[src/rtl/top_bus_frontend.sv]
// MCU bus front end: synchronizes the async ale/write/read strobes, queues writes for the engine,
// fetches engine read data and answers ID/status reads locally. Optional macro: BUS_GLITCH_FILTER_EN.
module top_bus_frontend #(
    parameter logic [15:0] RUNTIME_ID  = 16'h0000,
    parameter logic [7:0]  RUNTIME_REV = 8'h01,
    parameter int unsigned FIFO_DEPTH  = 4
) (
    input  logic       osc,
    input  logic       rst,
    input  logic [7:0] data_in,
    output logic [7:0] data_out,
    output logic       data_oe,
    input  logic       ale,
    input  logic       write,
    input  logic       read,
    output logic       cmd_valid,
    input  logic       cmd_ready,
    output logic [7:0] cmd_addr,
    output logic [7:0] cmd_data,
    output logic       rd_req,
    output logic [7:0] rd_addr,
    input  logic [7:0] rd_data,
    output logic       overflow
);

    localparam int unsigned PTR_W  = $clog2(FIFO_DEPTH);
    localparam int unsigned CNT_W  = PTR_W + 1;
    localparam int unsigned STRB_W = 3;
    localparam int unsigned ALE_B  = 2;
    localparam int unsigned WR_B   = 1;
    localparam int unsigned RD_B   = 0;
    localparam logic [STRB_W-1:0] STRB_IDLE = 3'b011;

    typedef struct packed {
        logic [7:0] addr;
        logic [7:0] data;
    } cmd_t;

    // 2-FF synchronizers plus a third stage for edge detection
    logic [STRB_W-1:0] strb_s1, strb_s2, strb_s3;
    logic [7:0]        data_s1, data_s2;

    always_ff @(posedge osc) begin
        if (rst) begin
            strb_s1 <= STRB_IDLE;
            strb_s2 <= STRB_IDLE;
            strb_s3 <= STRB_IDLE;
            data_s1 <= '0;
            data_s2 <= '0;
        end else begin
            strb_s1 <= {ale, write, read};
            strb_s2 <= strb_s1;
            strb_s3 <= strb_s2;
            data_s1 <= data_in;
            data_s2 <= data_s1;
        end
    end

    logic [STRB_W-1:0] strb_lvl;
    logic [STRB_W-1:0] strb_prev;

`ifdef BUS_GLITCH_FILTER_EN
    logic [STRB_W-1:0] strb_acc;

    // A new level is taken only once two consecutive samples agree
    always_comb begin
        strb_lvl = (strb_s2 & strb_s3) | (strb_acc & (strb_s2 | strb_s3));
    end

    assign strb_prev = strb_acc;

    always_ff @(posedge osc) begin
        if (rst) begin
            strb_acc <= STRB_IDLE;
        end else begin
            strb_acc <= strb_lvl;
        end
    end
`else
    assign strb_lvl  = strb_s2;
    assign strb_prev = strb_s3;
`endif

    logic ale_fall, write_rise, read_fall;

    assign ale_fall   = strb_prev[ALE_B] & ~strb_lvl[ALE_B];
    assign write_rise = ~strb_prev[WR_B] & strb_lvl[WR_B];
    assign read_fall  = strb_prev[RD_B] & ~strb_lvl[RD_B];

    // Address latch; same-cycle WRITE/READ still see the previous address
    logic [7:0] address;

    always_ff @(posedge osc) begin
        if (rst) begin
            address <= '0;
        end else if (ale_fall) begin
            address <= data_s2;
        end
    end

    // Write-command FIFO
    cmd_t             fifo_mem [FIFO_DEPTH];
    logic [PTR_W-1:0] wr_ptr, rd_ptr;
    logic [CNT_W-1:0] count, count_next;
    logic             fifo_full, do_push, do_pop, push_drop;

    always_comb begin
        fifo_full  = (count == CNT_W'(FIFO_DEPTH));
        do_pop     = cmd_valid & cmd_ready;
        do_push    = write_rise & (~fifo_full | do_pop);
        push_drop  = write_rise & fifo_full & ~do_pop;
        count_next = count;
        if (do_push && !do_pop) begin
            count_next = count + CNT_W'(1);
        end else if (do_pop && !do_push) begin
            count_next = count - CNT_W'(1);
        end
    end

    always_ff @(posedge osc) begin
        if (rst) begin
            wr_ptr    <= '0;
            rd_ptr    <= '0;
            count     <= '0;
            cmd_valid <= 1'b0;
        end else begin
            if (do_push) begin
                wr_ptr <= wr_ptr + PTR_W'(1);
            end
            if (do_pop) begin
                rd_ptr <= rd_ptr + PTR_W'(1);
            end
            count     <= count_next;
            cmd_valid <= (count_next != '0);
        end
    end

    always_ff @(posedge osc) begin
        if (do_push) begin
            fifo_mem[wr_ptr] <= cmd_t'{addr: address, data: data_s2};
        end
    end

    assign cmd_addr = fifo_mem[rd_ptr].addr;
    assign cmd_data = fifo_mem[rd_ptr].data;

    // Local register window at 0xFC..0xFF
    logic       local_hit;
    logic [7:0] local_data;

    always_comb begin
        local_hit = (address[7:2] == 6'h3F);
        case (address[1:0])
            2'd0:    local_data = {7'b0, overflow};
            2'd1:    local_data = RUNTIME_ID[7:0];
            2'd2:    local_data = RUNTIME_ID[15:8];
            default: local_data = RUNTIME_REV;
        endcase
    end

    logic [7:0] read_data;

    always_ff @(posedge osc) begin
        if (rst) begin
            read_data <= '0;
            rd_req    <= 1'b0;
            rd_addr   <= '0;
            overflow  <= 1'b0;
        end else begin
            rd_req <= 1'b0;
            if (rd_req) begin
                read_data <= rd_data;
            end
            if (read_fall) begin
                if (local_hit) begin
                    read_data <= local_data;
                end else begin
                    rd_req  <= 1'b1;
                    rd_addr <= address;
                end
            end
            // A drop in the same cycle as a status read keeps the flag set
            if (push_drop) begin
                overflow <= 1'b1;
            end else if (read_fall && local_hit && (address[1:0] == 2'd0)) begin
                overflow <= 1'b0;
            end
        end
    end

    assign data_out = read_data;
    assign data_oe  = ~read & address[4];

endmodule

[config.mk]
export PLATFORM = sky130hd
export DESIGN_NAME = top_bus_frontend
export DESIGN_NICKNAME = d
export VERILOG_FILES = /design/src/rtl/top_bus_frontend.sv
export SDC_FILE = /design/constraint.sdc
export NUM_CORES = 1
export LEC_CHECK = 0
export ABC_AREA = 1
export ABC_CLOCK_PERIOD_IN_PS = 1800
export BUFFER_PORTS_ARGS = -buffer_cell sky130_fd_sc_hd__buf_4
export CELL_PAD_IN_SITES_DETAIL_PLACEMENT = 1
export CELL_PAD_IN_SITES_GLOBAL_PLACEMENT = 1
export CORE_MARGIN = 2
export CORE_UTILIZATION = 40
export DETAILED_ROUTE_END_ITERATION = 6
export HOLD_SLACK_MARGIN = 0.1
export PLACE_DENSITY = 0.71
export SLEW_MARGIN = 5
export SYNTH_ARGS = -nofsm -noshare
export SYNTH_HDL_FRONTEND = slang
export SYNTH_SLANG_ARGS = --single-unit
[constraint.sdc]
create_clock -name osc -period 1.8 [get_ports osc]
set_input_delay 0.18 -clock osc [delete_from_list [all_inputs] [get_ports osc]]
set_output_delay 0.18 -clock osc [all_outputs]
set_load 0.01 [all_outputs]
After elaboration in Yosys (flattened, before gate mapping)
Memory sizes are Yosys's and may differ from the RTL's. A register that Yosys moved wholly into a read port is not among the register bits.
Index checks and enable logic that the tools add are counted.
{"block": "op_classes", "add_sub_neg": 4, "n_eq_ne": 4, "mux": 13, "bitwise": 17, "reduce_logical": 12}
{"operator": "8-bit two-way mux", "count": 3}
{"operator": "1-bit bitwise AND", "count": 8}
{"operator": "1-bit inverter", "count": 8}
{"operator": "6-bit equality test (second input constant)", "count": 1}
{"operator": "3-bit two-way mux", "count": 2}
{"operator": "1-bit two-way mux", "count": 5}
{"operator": "2-bit by 1-bit adder with 2-bit output (second input constant)", "count": 2}
{"operator": "1-bit logical AND", "count": 4}
{"operator": "2-bit two-way mux", "count": 2}
{"operator": "2-bit OR reduction", "count": 2}
{"operator": "3-bit by 1-bit adder with 3-bit output (second input constant)", "count": 1}
{"operator": "3-bit equality test (second input constant)", "count": 1}
{"operator": "3-bit nonzero test", "count": 1}
{"operator": "3-bit by 1-bit subtractor with 3-bit output (second input constant)", "count": 1}
{"operator": "2-bit by 1-bit equality test with 1-bit output (second input constant)", "count": 1}
{"operator": "2-bit equality test (second input constant)", "count": 1}
{"operator": "1-bit logical NOT", "count": 2}
{"operator": "2-bit logical NOT", "count": 1}
{"operator": "1-bit case mux with 2 select lines", "count": 1}
{"operator": "2-bit AND reduction", "count": 1}
{"operator": "2-bit nonzero test", "count": 1}
{"operator": "1-bit OR", "count": 1}
{"block": "totals", "reg_bits": 59, "ramBits": 64, "input_bits": 22, "word_cells": 65, "n_memories": 1}
{"name": "fifo_mem", "words": 4, "width": 16, "rd": 1, "rd_clocked_by_memory_dff": 1, "write_ports": 1, "line": "102", "rtl": "cmd_t fifo_mem [FIFO_DEPTH];"}

Longest topological paths before layout
{"block": "depth", "word_depth": 9, "ltp_mapped": 9, "ltp_nobuf": 9}

Worst setup path before layout
No wires, ideal clock.
{"block": "synth_timing", "kind": "register -> register", "start": "register count[0]", "end": "memory fifo_mem[0][0] in the netlist's numbering (enable)", "t_arrival_ns": 1.538, "required_ns": 1.411, "path_slack_ns": -0.127, "path_stages_with_launch": 6, "path_buffers": 0, "synth_period_minus_slack_ns": 1.927, "cell_sequence": "dfxtp_1 inv_1 ha_1 nand2_2 o21ai_4 nor2_1"}
{"block": "synth_between", "elab_chain_len": 6}
{"item": "from (decl)", "line": "104", "rtl": "logic [CNT_W-1:0] count, count_next;"}
{"item": "from (signal assigned)", "line": "133", "rtl": "count <= count_next;"}
{"item": "3-bit equality test", "line": "108", "rtl": "fifo_full = (count == CNT_W'(FIFO_DEPTH));"}
{"item": "1-bit inverter", "line": "110", "rtl": "do_push = write_rise & (~fifo_full | do_pop);"}
{"item": "1-bit OR", "line": "110"}
{"item": "1-bit bitwise AND", "line": "110"}
{"item": "1-bit two-way mux", "line": "139", "rtl": "if (do_push) begin"}
{"item": "1-bit two-way mux (implied by the code)", "line": "140", "rtl": "fifo_mem[wr_ptr] <= cmd_t'{addr: address, data: data_s2};"}
{"item": "to (decl)", "line": "102"}
No other way between the ends.

==> results.py <==
metrics = {
    "clocking": {
        "clock-sinks": 125,
        "cts.clk_slew.worst_paths_ns": 0.05,
        "cts_made_buffers": 17,
        "insertion_delay_ns": 0.40,
        "cts_root_buf": "clkbuf_16",
        "clockBufferDepth": 2,
        "htreeDepth": 4,
        "cts_tree": "yes",
    },
    "detailed_routing": {
        "vias": 3385,
        "drt_iter0_drc": 114,
        "drt-met1-wl_mm": 4.47,
        "dr.pass1.iters": 4,
        "highest_layer": "met4",
        "wl_mm": 10.6,
        "met2_length_mm": 5.66,
        "vias_per_cell": 4.86,
        "wl_per_cell_um": 15.3,
        "dr_wl_met3_um": 283,
        "ant_nets": 0,
        "drc": 0,
    },
    "synthesis": {
        "synth.cell_area_um2": 4660,
        "synth_top_cell_area_share_pct": 41.3,
        "yosysSeqAreaShare_pct": 67.5,
        "syn_nets": 478,
        "yosys_warnings": 0,
        "ys_types": 24,
        "postSynthAreaPerCell_um2": 10.4,
        "yosys.area.top_type": "edfxtp_1",
        "yosys-top-cells-area": "edfxtp_1 (41%), dfxtp_1 (26%), nor2_1 (5.7%)",
        "synth_seq_cells": 125,
        "synth_cells": 448,
    },
    "finish": {
        "post-route-util_pct": 53.7,
        "final_area_um2": 6100,
        "drive_gt1_share_pct": 20.4,
        "syn_to_final_growth_pct": 31.0,
        "final_common_cell": "nor2_1",
        "fin_cells": 696,
        "num_antenna_cells": 0,
        "nNetsFinal": 570,
        "final_cell_mix": "nor2_1 (71), buf_4 (65), edfxtp_1 (64), dfxtp_1 (60), nand2_1 (59)",
    },
    "power_and_ir_drop": {
        "intPower_mw": 5.47,
        "seqPwrFrac_pct": 44.3,
        "p_comb_share_pct": 11.4,
        "pwr_density_cell_nw_per_um2": 1160,
        "p_switching_mw": 1.64,
        "power_mw": 7.11,
        "power.share.clock_pct": 44.3,
        "swShare_pct": 23.1,
        "p_leak_nw": 2.55,
        "vdd_drop_max_v": 0.000614,
    },
    "timing": {
        "fmax_mhz": 588,
        "skew_ns": 0.00677,
        "relSlewSlack_pct": 75.4,
        "hold_viol_final": 0,
        "period_share_pct": 94.5,
        "min_period_ns": 1.70,
        "setup_viol": 0,
        "slew_viol_final": 0,
        "tightest_slew_ns": 0.365,
    },
    "setup_path": {
        "crit_arrival_ns": 1.52,
        "cp_max_fo": 32,
        "cp_data_required_time_ns": 1.62,
        "r2r_cells": 6,
        "critPathKind": "reg -> out",
        "reg2reg_from": "count[0]",
        "cp-start-kind": "register",
        "critPathCaptureType": "primary output",
    },
    "global_routing": {
        "groute.usage.overall_pct": 18.2,
        "grt_max_degree": 38,
        "grt_pass1_vias": 3561,
        "grt_pass1_wl_mm": 17.6,
        "grt-ovfl-total": 0,
        "grt_antenna_before_repair": 0,
    },
    "die": {
        "die_x_um": 112,
        "ios": 58,
        "floorplan.initialDensity_pct": 41.0,
        "design.die.area_um2": 12500,
        "rows": 39,
        "core_area_um2": 11400,
        "die_h_um": 112,
    },
    "placed_design": {
        "routabilityCongestion": 0.745,
        "dp_cells": 643,
        "hpwl_mm": 6.96,
        "portBuffers": 57,
        "dpl_cell_area_um2": 5320,
    },
    "flow_run": {
        "cap_violations": 0,
    },
    "status": {
        "status": "finished clean",
    },
    "hold_path": {
        "hp-class": "in -> reg",
        "hp-start": "rst",
        "holdPathStages": 2,
    },
}
[logic make-up after synthesis]
group / Yosys count / share of synthesized area, %
AO/OA/AOI/OAI: 79 / 9.16
XOR/XNOR: 2 / 0.376
adder cells (fa/ha/maj): 8 / 2.15
buffers and inverters: 72 / 5.99
flip-flops: 125 / 67.5
multiplexers: 1 / 0.215
AND/OR/NAND/NOR: 161 / 14.6
[worst paths after layout]
kind                      to  slack, ns
min               data_s2[7]       0.17
max reg2reg  fifo_mem[3][10]       0.16
min reg2reg       data_s2[7]       0.40
max              cmd_data[1]        0.1
[power by group through the flow]
stage,logic (mW),clock network [mW],registers [mW]
after floorplan,0.445,0,3.19
after global routing,0.910,3.35,3.16
after detailed placement,0.761,0,3.21
after global placement,0.729,0,3.20
final,0.808,3.15,3.15
after CTS,0.807,3.21,3.15
[registers in the layout (all words and copies together), names as in the netlist, 3 cells and up, named ones only]
| name | count |
|---|---|
| data_s2 | 8 |
| data_out | 8 |
| fifo_mem | 64 |
| data_s1 | 8 |
| strb_prev | 3 |
| strb_lvl | 3 |
| strb_s1 | 3 |
| count | 3 |
| rd_addr | 8 |
| address | 8 |
[final cells by class]
type | count | area [µm²]
fill | 1220 | 5270
sequential | 125 | 3140
multi-input combinational | 251 | 1230
timing repair buffer | 89 | 769
clock buffer | 26 | 499
inverter | 56 | 214
tap | 143 | 179
clock inverter | 6 | 61.3
[Yosys cell counts]
master / instances
clkbuf_4: 1
o21ai_0: 37
nand2_2: 1
ha_1: 8
edfxtp_1: 64
nand2_1: 59
nand3_1: 17
o21ai_4: 1
nor2_1: 71
nor2_4: 2
mux2i_1: 1
inv_2: 3
buf_1: 1
o22ai_1: 16
or2_2: 5
dfxtp_1: 61
xor2_1: 2
buf_2: 4
nand2_4: 2
a21oi_1: 17
o21ai_1: 8
inv_1: 53
clkbuf_1: 10
nand4_1: 4
[layer usage]
metal / vias to the layer above / track usage [%]
met5: - / 0
met4: 0 / 7.82
met3: 19 / 4.14
met2: 52 / 33.6
met1: 1649 / 20.0
li1: 1665 / -
[through the flow]
step | setup slack (ns) | hold WS (ns) | setup TNS [ns]
CTS | 0.00785 | 0.173 | 0
global placement | 0.263 | 0.365 | 0
floorplan | -0.127 | 0.284 | -8.10
global route | -0.00560 | 0.198 | -0.00560
detailed placement | 0.163 | 0.374 | 0
finish | 0.0996 | 0.172 | 0
[repair_timing]
item	in CTS	in global routing
endpoints found under the hold margin	19	0
buffers inserted	2	0
endpoints found under the setup margin	16	16
hold buffers	19	0
resized for setup	2	4
[worst max-delay path, cell delays in order (launching register included)]
cell	delay [ns]
dfxtp_1	0.33
buf_12	0.17
o21ai_0	0.34
o22ai_1	0.13
buf_4	0.16
Power figures use the tool's default switching activity.
